### src/rtl/gpio_input_ctrl.sv
// rtl/gpio_input_ctrl.sv - GPIO input synchronizer, debouncer, edge detector and W1C status with irq
module gpio_input_ctrl #(
    parameter int               WIDTH    = 8,
    parameter logic [WIDTH-1:0] INIVAL   = {WIDTH{1'b0}},
    parameter int               DEBOUNCE = 4
) (
    input  logic             clk,
    input  logic             rst,
    input  logic [WIDTH-1:0] async_in,
    input  logic             tick,
    input  logic [WIDTH-1:0] rise_en,
    input  logic [WIDTH-1:0] fall_en,
    input  logic [WIDTH-1:0] irq_mask,
    input  logic [WIDTH-1:0] clr,
    output logic [WIDTH-1:0] level_out,
    output logic [WIDTH-1:0] status,
    output logic             irq
);

    localparam logic [7:0] CNT_LAST = 8'(DEBOUNCE - 1);

    logic [WIDTH-1:0] s1;
    logic [WIDTH-1:0] s2;
    logic [7:0]       cnt [WIDTH];
    logic [WIDTH-1:0] evt;
    logic [WIDTH-1:0] set;

    // An event fires on the tick that completes DEBOUNCE consecutive mismatches.
    always_comb begin
        evt = '0;
        for (int i = 0; i < WIDTH; i++) begin
            evt[i] = tick && (s2[i] != level_out[i]) && (cnt[i] == CNT_LAST);
        end
        set = ((evt & s2) & rise_en) | ((evt & ~s2) & fall_en);
    end

    always_ff @(posedge clk) begin
        if (rst) begin
            s1        <= INIVAL;
            s2        <= INIVAL;
            level_out <= INIVAL;
            status    <= '0;
            irq       <= 1'b0;
            for (int i = 0; i < WIDTH; i++) begin
                cnt[i] <= 8'd0;
            end
        end else begin
            s1 <= async_in;
            s2 <= s1;
            for (int i = 0; i < WIDTH; i++) begin
                if (tick) begin
                    if (s2[i] == level_out[i]) begin
                        cnt[i] <= 8'd0;
                    end else if (evt[i]) begin
                        cnt[i]       <= 8'd0;
                        level_out[i] <= s2[i];
                    end else begin
                        cnt[i] <= cnt[i] + 8'd1;
                    end
                end
            end
            // Set has priority over a same-cycle clear.
            status <= set | (status & ~clr);
            irq    <= |(status & irq_mask);
        end
    end

endmodule
### config.mk
export PLATFORM = sky130hd
export DESIGN_NAME = gpio_input_ctrl
export DESIGN_NICKNAME = d
export VERILOG_FILES = /design/src/rtl/gpio_input_ctrl.sv
export SDC_FILE = /design/constraint.sdc
export NUM_CORES = 1
export LEC_CHECK = 0
export BUFFER_PORTS_ARGS = -buffer_cell sky130_fd_sc_hd__buf_2
export CORE_MARGIN = 3
export CORE_UTILIZATION = 55
export CTS_BUF_LIST = sky130_fd_sc_hd__clkbuf_4
export DETAILED_ROUTE_END_ITERATION = 6
export PLACE_DENSITY = 0.83
export SETUP_SLACK_MARGIN = 0.1
export SKIP_CTS_REPAIR_TIMING = 1
export SYNTH_ARGS = -nofsm -noshare
export SYNTH_HDL_FRONTEND = slang
export SYNTH_SLANG_ARGS = --single-unit
### constraint.sdc
create_clock -name clk -period 3.7 [get_ports clk]
set_clock_uncertainty 0.1 [all_clocks]
set_input_delay 0.925 -clock clk [delete_from_list [all_inputs] [get_ports clk]]
set_output_delay 0.925 -clock clk [all_outputs]
set_load 0.01 [all_outputs]
==> results of run 1 <==
## routing by layer
metal	vias to the layer above	part of all wire [%]	track usage (%)
li1	1822	-	-
met1	1804	42	27.6
met2	113	51	37.7
met3	11	5.5	4.52
met4	0	1.3	6.20
met5	-	0	0
## kinds of logic after synthesis
logic type / synth area share [%]
simple gates: 23.8
flops: 53.4
compound gates: 13.7
xor+xnor: 4.89
buf+inv: 1.94
fa+ha+maj: 2.07
mux: 0.207
## worst register-to-register path, cell delays in order (launching register included)
cell      delay [ns]
edfxtp_1        0.55
or4_4           0.59
o311ai_2        0.43
a21oi_1         0.08
## area by class of cell
class	count	share of cell area (%)
clock inverters	7	2.00
clock buffers	9	1.24
multi-input cells	327	39.8
flip-flops and latches	97	47.5
inverters	18	1.24
well taps	105	2.42
repair buffers	62	5.84
## final timing paths
path / slack, ns / endpoint / cells past startpoint / startpoint
max: 1.41 / cnt[0][25] / 4 / rst
min: 0.36 / s2[1] / 1 / s1[1]
max reg2reg: 1.72 / cnt[0][23] / 3 / cnt[0][18]
min reg2reg: 0.36 / s2[1] / 1 / s1[1]
## layout by cell type (no fill, tap or decap), types with 4 or more instances in the layout
cell / count
nor3_1: 10
nor3b_1: 6
o41ai_2: 4
nand3_1: 31
a21oi_1: 26
dfxtp_1: 33
inv_1: 18
nand2_1: 29
and3b_1: 6
xnor2_1: 6
nor2_1: 31
nand4_1: 6
a22oi_1: 6
o31ai_1: 5
edfxtp_1: 64
ha_1: 8
o311ai_1: 4
o21ai_0: 23
a211oi_1: 4
nor2b_1: 23
or3_1: 25
xor2_1: 21
buf_2: 59
clkbuf_4: 9
## power groups by stage
stage                     Clock (mW)  Combinational [mW]  Sequential (mW)
after floorplan                    0              0.0838             1.25
after global placement             0               0.124             1.26
after detailed placement           0               0.128             1.26
after CTS                      0.687               0.130             1.24
after global routing           0.729               0.145             1.25
final                          0.680               0.129             1.24
## state kept, by name, summed over array words and instances (netlist names)
name,flops
cnt,64
level_out,8
s1,8
s2,8
status,8
irq,1
## stage by stage
| step | std cells | utilization, % | hold slack (ns) |
|---|---|---|---|
| 4_1_cts | 625 | 64.9 | 0.355 |
| 2_1_floorplan | 448 | - | 0.314 |
| 3_3_place_gp | 609 | 62.8 | 0.318 |
| 3_5_place_dp | 609 | 62.8 | 0.327 |
| 5_1_grt | 625 | 64.9 | 0.366 |
| 6_report | 625 | 64.9 | 0.355 |
==> out/summary.md, run 1 <==
The slowest cell on the critical path was and2b_1. The core area came out at 8380 um^2. Of the post-synthesis cell area, the dominant cell type holds 39.7%. The arrival time of the worst setup path was 2.45 ns.

The tools report the final count of hold timing violations as 0. Cells with a size suffix above 1 make up 18.8% of the layout. Dividing the detail-routed wire length by the instance count gives 16.7 um. From synthesis to final layout, the design area changed by 12.4%. The logs give 33 for the number of rows created at floorplan and 9960 um^2 for the overall die area.

The max-slew violation total from the final report is 0, and the overall track demand over capacity in global routing is 21.8%. The largest total area in the synthesized netlist belongs to edfxtp_1. The net count of the finished layout is 566. The run gives 0.43 ns as the insertion delay of the later-clocked pin in the worst-skew pair. Counting instances in the post-synthesis netlist gives the leading cell types as edfxtp_1, dfxtp_1, nand3_1, nor2_1, nand2_1. The tools report the overall via count from detail_route as 3750. The min-delay analysis places its worst path in the category reg2reg. The congestion estimate from routability-driven global placement came to 0.826.

The worst path uses 61.9% of the clock period. Setup repair after global routing left no endpoint under its margin. The number of enable flip-flop cells after synthesis came out at 64. The run finished with clean final reports. The worst setup path is of the in2reg kind.

Registers take 2580 um^2. The tools report the detailed-router iteration count before antenna repair as 5. In this run the remaining antenna-violating nets after routing total 0. The switching part of the total works out to 22.7%. The logs give 17.2 mm for the first-pass GRT wire length and 0 for the DRC violation count after routing. The tools report the first-iteration detailed-routing DRC count as 219.

The width of the die works out to 99.8 um. For the worst setup path, the data required time is 3.86 ns. The logs give 436 MHz for the highest clock frequency the design can meet and 499 for the synthesized net count. The netlist uses 54 different library cells. The cell area that synthesis handed to floorplanning was 4840 um^2.

Final critical path time including I/O delays and setup: 2.29 ns. Summed over all nets, the switching power comes to 0.464 mW. The worst setup path is captured at a flip-flop.

The final design instance area without fill is 5440 um^2. Dominant delay contributor by cell family on the critical path: simple AND/OR/NAND/NOR gates. The leakage power total is 1.95 nW.

For the I/O pin count, the log shows 60. The count of buffer and inverter cells on the critical path works out to 1. The total wirelength of the detailed-routed design was 10.4 mm; the fraction of power consumed by combinational cells was 6.3%.

STA classifies the critical path startpoint as an input pin. The clock passes through at most 2 buffers. In the routed layout, each cell is associated on average with a via count of 6.00. Counting flops and latches in the post-synthesis netlist gives 97. Counting the fill cells in the layout gives 638. The clock-pin slew of the registers on the worst-case setup and hold paths works out to 0.14 ns. A synthesized cell averages 10.8 um^2.

The tree is rooted in a clkbuf_4. Along the worst path, the maximum fanout reaches 14. The total number of clock tree sinks is 97, and the area of the multi-input gates is 2160 um^2. At the pin with the least slew margin, the transition time is 0.631 ns.

The sum of internal, switching and leakage power was 2.05 mW. TritonCTS built the clock tree. The tools report the worst slew slack as a fraction of its limit as 57.9%.

The final setup violation count is 0. Before CTS, the worst setup slack after placement is 0.974 ns. Antenna diode instance count: 0.

The critical path goes through buf_2 > and2b_1 > o21ai_1 > nor3b_1. For the starting utilization of the core area, the log shows 57.7%. Synthesis handed over a netlist of 448 instances.

Power spread over the standard cell area amounts to 377 nW/um^2. Entering global routing, the biggest net connects 25 pins. Input and output buffers added on the ports amount to 59. For the final-layout setup total negative slack, the log shows 0 ns. The worst stage delay on the critical path works out to 0.64 ns.

The Yosys step of the flow raised 0 warnings. Yosys attributes the largest share of cell area to edfxtp_1, dfxtp_1, xor2_1. In this run, flip-flops and latches consume 60.5% of the power. The tool flagged a number of max-cap violations equal to 0. Post-layout worst setup margin: 1.41 ns. The logs give 0 for the number of antenna violations at the first check in global routing and 3610 for the via count of the first global-routing pass.

For the worst ir drop on vdd, the log shows 0.000195 V. In this run, CTS created clock tree buffers numbering 9. The clock network is responsible for 33.2% of the overall power. The internal portion of the total power is 1.58 mW.

Most numerous cell in the Yosys netlist: edfxtp_1. After legalization and detailed placement, the total HPWL measured 7.69 mm. In the synthesized netlist the async set-or-reset flop fraction comes to 0%. In this run the cell area measured after placement is 5260 um^2. Summed over all layers, the global routing overflow is 0. For the sequential-to-total area share from yosys stat, the log shows 53.4%. From bottom edge to top edge, the die measures 99.8 um. The most used flip-flop cell after synthesis is edfxtp_1.

In this run the number of H-tree levels came out at 3.
No activity file was read; power rests on OpenSTA's default activity.
==> run 2: changes to the inputs <==
CORE_UTILIZATION = 54   (was 55)
PLACE_DENSITY = 0.85   (was 0.83)
clock period = 1.9 ns   (was 3.7 ns; I/O delays follow)
==> out/summary.md, run 2 (synthesis gave the netlist of run 1 again) <==
The filler-free cell count of the finished design is 663 (+6.1%). The routed length per placed instance was 17.0 um (+1.8%); the slew at the pin closest to its max-slew limit was 0.597 ns (-0.0343 ns). On the critical path the largest part of the delay comes from simple AND/OR/NAND/NOR gates.

For the via count of the first global-routing pass, the log shows 3734 (+3.4%). Kind of end point of the critical path: a flip-flop. The internal power contribution was 2.90 mW (+83%); the highest net fanout along the worst path was 5 (-9).

The width of the die is 101 um (+0.87%). The total wirelength of the detailed-routed design was 11.3 mm (+8.0%); the core area was 8460 um^2 (+0.99%). The number of rows created at floorplan came out at 33 (unchanged).

For this run, the top clock speed supported by timing is 530 MHz. The tools report the power spent charging and discharging nets as 0.952 mW (+100%). The sum of internal, switching and leakage power was 3.85 mW (+88%).

The clock network fraction of total power came out at 28.2% (-5.0 points). The run gives 2.15 nW (+10%) as the leakage power total. The detailed placement HPWL is 7.85 mm (+2.0%), and the proportion of layout cells with a drive suffix above 1 is 29.0% (+10 points).

Antenna violation net count after detailed routing: 0 (unchanged). The final count of hold timing violations was 0 (unchanged). The peak-usage layer in the global routing report is met2. The critical path start-end classification was reg2reg.

TritonCTS built the clock tree. The slowest cell on the critical path is or4b_4. The number of I/O port buffers was 59 (unchanged); the DRC violation count after routing was 0 (unchanged). The number of filler cells placed in the layout came out at 612 (-4.1%). Setup repair after global routing could not meet its margin everywhere. The fraction of power consumed by combinational cells is 9.3% (+3.0 points).

The library cells used most frequently in the layout, excluding fill and tap cells, are edfxtp_1, buf_2, buf_4, dfxtp_1, nand3_1. The first-pass GRT wire length is 17.3 mm (+0.56%), and the worst hold slack is 0.146 ns (-0.209 ns). The die span in y was 101 um (+0.87%). The number of placed instances, taps included was 630 (+3.4%); the total global routing overflow was 0 (unchanged). The number of maximum-capacitance violations was 0 (unchanged). The worst endpoint required time is 1.99 ns (-1.87 ns), and the arrival time of the worst setup path is 1.98 ns (-0.47 ns). The routed design could run at a clock period as short as 1.89 ns. The first-iteration detailed-routing DRC count came out at 156 (-29%). The max-slew violation total from the final report was 0 (unchanged); the power density over the cells was 654 nW/um^2 (+73%). The logs give 4 (-1) for the detailed-router iteration count before antenna repair and 59.9% (+2.0 points) for the worst slew slack as a fraction of its limit. The starting utilization of the core area is 57.1% (-0.56 points), and the worst ir drop on vdd is 0.000333 V (+71%). The met3 usage is 3.94% (-0.57 points).

The pin count of the biggest net entering global routing was 39 (+56%); the share of the cycle needed by the critical path after routing was 99.3%. The worst stage delay on the critical path works out to 0.49 ns (-0.15 ns). The area overhead of the layout relative to synthesis is 21.7%, and the via density per instance is 5.93 (-1.1%).

Root buffer cell: clkbuf_4. The switching part of the total was 24.7% (+2.1 points). The most common cell after layout, fill and taps aside is edfxtp_1. The overall track demand over capacity in global routing is 21.3% (-0.46 points), and the final standard cell utilization of the core is 69.5% (+4.6 points). Critical path startpoint category: a flip-flop. Count of buffer and inverter cells on the critical path: 1 (unchanged). The final setup violation count is 0 (unchanged), and the overall via count from detail_route is 3933 (+4.9%). The number of H-tree branching levels was 3 (unchanged); the met1 routing resource usage after global routing was 27.6% (-0.058 points).

Insertion delay of the later-clocked pin in the worst-skew pair: 0.44 ns (about the same). The tools report the post-placement cell area as 5470 um^2 (+4.0%). cnt holds more flip-flops than any other register. For the layout net count, the log shows 604 (+6.7%). Traced cell by cell, the critical path runs through ha_2 > or4b_4 > nor4_4 > buf_4 > nor3b_2. The final design instance area without fill was 5890 um^2 (+8.2%).

The tools report the overall die area as 10100 um^2 (+1.7%). For the final estimated routing congestion in global placement, the log shows 0.859 (+4.1%). The flow ran to the end, and the final reports show no timing, DRC or antenna violations.

The antenna diode instance count is 0 (unchanged), and the maximum buffer depth of the clock tree is 2 (unchanged). The tools report the I/O pin count as 60 (unchanged). Register share of total power: 62.4% (+1.9 points).

The number of antenna violations at the first check in global routing is 0 (unchanged), and the total clock buffers created by CTS is 9 (unchanged). Flip-flop count of the largest register, all copies and words added: 64 (unchanged). The clock-pin slew of the registers on the worst-case setup and hold paths was 0.14 ns (about the same); the global-route track usage on met2 was 36.4% (-1.3 points). The class of the worst hold path was in2reg.

The total number of clock tree sinks was 97 (unchanged).
==> run 2: cell types whose count changed in the layout (fill, tap and decap cells not counted), moves of 4 or more <==
cell	before	now
nor2_1	31	26
buf_4	3	38
ha_2	0	4
ha_1	8	3
==> run 2: worst paths after layout <==
| path | cells past startpoint | slack [ns] | to | start |
|---|---|---|---|---|
| worst max register to register | 5 | 0.01 | cnt[0][9] | cnt[0][9] |
| worst min-delay path | 2 | 0.15 | s1[7] | async_in[7] |
| worst max-delay path | 5 | 0.01 | cnt[0][9] | cnt[0][9] |
| worst min register to register | 1 | 0.35 | s2[0] | s1[0] |
==> run 2: stage by stage <==
stage	setup TNS, ns	setup slack, ns
after floorplan	0	0.116
after global placement	0	0.0586
after detailed placement	-0.00174	-0.00174
after CTS	-0.0419	-0.0250
after global routing	-0.173	-0.0441
final	0	0.0133
==> run 2: cell type report <==
cell class                 instances  area [um^2]  share of cell area (%)
inverter                          18         67.6                    1.15
sequential                        97         2580                    43.9
clock buffer                      10         75.1                    1.28
multi-input combinational        327         2330                    39.6
tap                              105          131                    2.23
clock inverter                     6         58.8                   0.999
timing repair buffer             100          641                    10.9
==> run 2: worst register-to-register path, cell delays in order (launching register included) <==
cell and delay [ns]:
edfxtp_1 0.41, ha_2 0.19, or4b_4 0.49, nor4_4 0.21, buf_4 0.19, nor3b_2 0.06
==> run 2: power by group through the flow <==
stage	clock network [mW]	registers (mW)	logic (mW)
detailed placement	0	2.45	0.309
floorplan	0	2.43	0.167
CTS	1.10	2.40	0.311
global placement	0	2.44	0.298
finish	1.09	2.40	0.358
global route	1.20	2.42	0.390
==> run 2: per-layer routing <==
layer | up-vias | routed length (um)
li1 | 1898 | -
met1 | 1911 | 4640
met2 | 109 | 5780
met3 | 15 | 668
met4 | 0 | 168
met5 | - | 0
==> run 3: changes to the inputs <==
GPL_TIMING_DRIVEN = 0   (was not set)
==> out/summary.md, run 3 (synthesis gave the netlist of run 1 again) <==
The flow ran to the end, but the final reports show violations. The checks that failed: negative setup slack. Critical path start-end classification: reg2reg. In this run the most critical hold path is launched from async_in[3]. The clock-pin slew of the registers on the worst-case setup and hold paths is 0.15 ns (about the same). The root buffer cell is clkbuf_4.

The power density over the cells came out at 691 nW/um^2 (+5.7%). The tools report the final standard cell utilization of the core as 70.8% (+1.3 points). The final estimated routing congestion in global placement came out at 0.845 (-1.6%). The final critical path time including I/O delays and setup came out at 1.97 ns (+0.0864 ns).

The number of I/O port buffers is 59 (unchanged), and the worst endpoint required time is 2.00 ns (about the same). The end of the worst register-to-register path is cnt[0][10]. Total number of clock tree sinks: 97 (unchanged). The startpoint identified for the worst register-to-register timing path is cnt[0][8]. The routed length per placed instance was 17.8 um (+5.0%); the proportion of layout cells with a drive suffix above 1 was 29.7% (+0.62 points). The overall die area is 10100 um^2 (unchanged). The filler-free cell count of the finished design was 658 (-0.75%); the post-layout worst setup margin was -0.0732 ns (-0.0864 ns).

For the starting utilization of the core area, the log shows 57.1% (unchanged). The min-delay analysis places its worst path in the category in2reg. From synthesis to final layout, the design area changed by 23.9%.

The antenna diode instance count came out at 0 (unchanged). STA classifies the critical path endpoint as a flip-flop. The run gives 0.000451 V (+35%) as the worst ir drop on vdd. The library cells used most frequently in the layout, excluding fill and tap cells, are edfxtp_1, buf_2, dfxtp_1, nand3_1, buf_4.

STA classifies the critical path startpoint as a flip-flop. The DRC violation count after routing is 0 (unchanged). For the via count of the first global-routing pass, the log shows 3680 (-1.4%). The sum of internal, switching and leakage power came out at 4.14 mW (+7.6%). The run gives 599 (-0.83%) as the layout net count. The slew at the pin closest to its max-slew limit is 0.684 ns (+0.0871 ns).

The logs give 0.44 ns (about the same) for the insertion delay of the later-clocked pin in the worst-skew pair and 2480 um^2 (+6.4%) for the area of the multi-input gates. Most common cell after layout, fill and taps aside: edfxtp_1. The via density per instance was 6.05 (+2.0%); the detailed-router iteration count before antenna repair was 5 (+1).

The critical path starts at cnt[0][8]. The die span in y was 101 um (unchanged); the arrival time of the worst setup path was 2.07 ns (+0.09 ns). The I/O pin count was 60 (unchanged); the number of cells on the worst reg-to-reg path was 5 (unchanged).

The detailed placement HPWL was 7.70 mm (-1.9%); the total clock buffers created by CTS was 9 (unchanged). The worst hold slack was 0.130 ns (-0.0154 ns); the first-iteration detailed-routing DRC count was 288 (+85%). For the final count of hold timing violations, the log shows 0 (unchanged).

The run gives 2 (unchanged) as the maximum buffer depth of the clock tree. For the number of H-tree branching levels, the log shows 3 (unchanged). The logs give 21.4% (+0.070 points) for the overall track demand over capacity in global routing and 0 (unchanged) for the number of maximum-capacitance violations. The max-slew violation total from the final report was 0 (unchanged); the final-layout setup total negative slack was -0.219 ns (-0.219 ns). The number of antenna violations at the first check in global routing was 0 (unchanged); the overall via count from detail_route was 3980 (+1.2%). The flip-flop count of the largest register, all copies and words added came out at 64 (unchanged). The slack of the worst reg-to-reg path was -0.07 ns (-0.09 ns); the leakage power total was 2.14 nW (-0.61%). The run gives 0 (unchanged) as the total global routing overflow. The highest net fanout along the worst path is 5 (unchanged), and the worst slew slack as a fraction of its limit is 54.4% (-5.5 points). Ranked by flip-flop count, first place goes to cnt.

The number of placed instances, taps included was 612 (-2.9%). For the first-pass GRT wire length, the log shows 17.2 mm (-0.48%). The core area is 8460 um^2 (unchanged). The width of the die is 101 um (unchanged), and the final design instance area without fill is 5990 um^2 (+1.8%).

In this run the worst setup path terminates at cnt[0][10]. TritonCTS built the clock tree. The share of the cycle needed by the critical path after routing was 104% (+4.5 points); the final setup violation count was 6 (+6).

The pin count of the biggest net entering global routing came out at 65 (+67%). The logs give 5280 um^2 (-3.5%) for the post-placement cell area and 2580 um^2 (unchanged) for the area of all sequential standard cells. The antenna violation net count after detailed routing was 0 (unchanged).

The run gives 33 (unchanged) as the number of rows created at floorplan. The total wirelength of the detailed-routed design was 11.7 mm (+4.3%). Setup repair after global routing could not meet its margin everywhere.

The highest clock frequency the design can meet is 507 MHz (-4.4%), and the worst-case setup slack after placement is -0.511 ns (-0.510 ns). The number of filler cells placed in the layout was 560 (-8.5%).
run 3: cell type report:
cell class / count / share of cell area, %
flip-flops and latches: 97 / 43.1
multi-input cells: 327 / 41.4
repair buffers: 89 / 8.68
well taps: 105 / 2.19
clock inverters: 7 / 1.94
clock buffers: 9 / 1.13
inverters: 18 / 1.13
plain buffers: 6 / 0.459
run 3: where the power goes:
part	total, mW	internal (mW)	switching, mW
sequential	2.42	2.33	0.0923
clock	1.37	0.670	0.700
combinational	0.352	0.154	0.198
run 3: how the worst min path moves through the flow:
stage	to	cells after the start
after global routing	s1[3]	2
after CTS	s1[3]	2
after detailed placement	s2[1]	1
after floorplan	s2[0]	1
final	s1[3]	2
after global placement	s2[7]	1
run 3: worst max-delay path, cell delays in order (launching register included):
cell and delay [ns]:
edfxtp_1 0.48, ha_4 0.18, or4b_4 0.49, nor4_4 0.22, buf_4 0.19, nor3_1 0.07
run 3: routing by layer:
layer	GRT usage, %	wire length [um]	up-vias
li1	-	-	1892
met1	27.6	4640	1937
met2	36.2	6170	132
met3	4.43	728	19
met4	6.53	197	0
met5	0	0	-
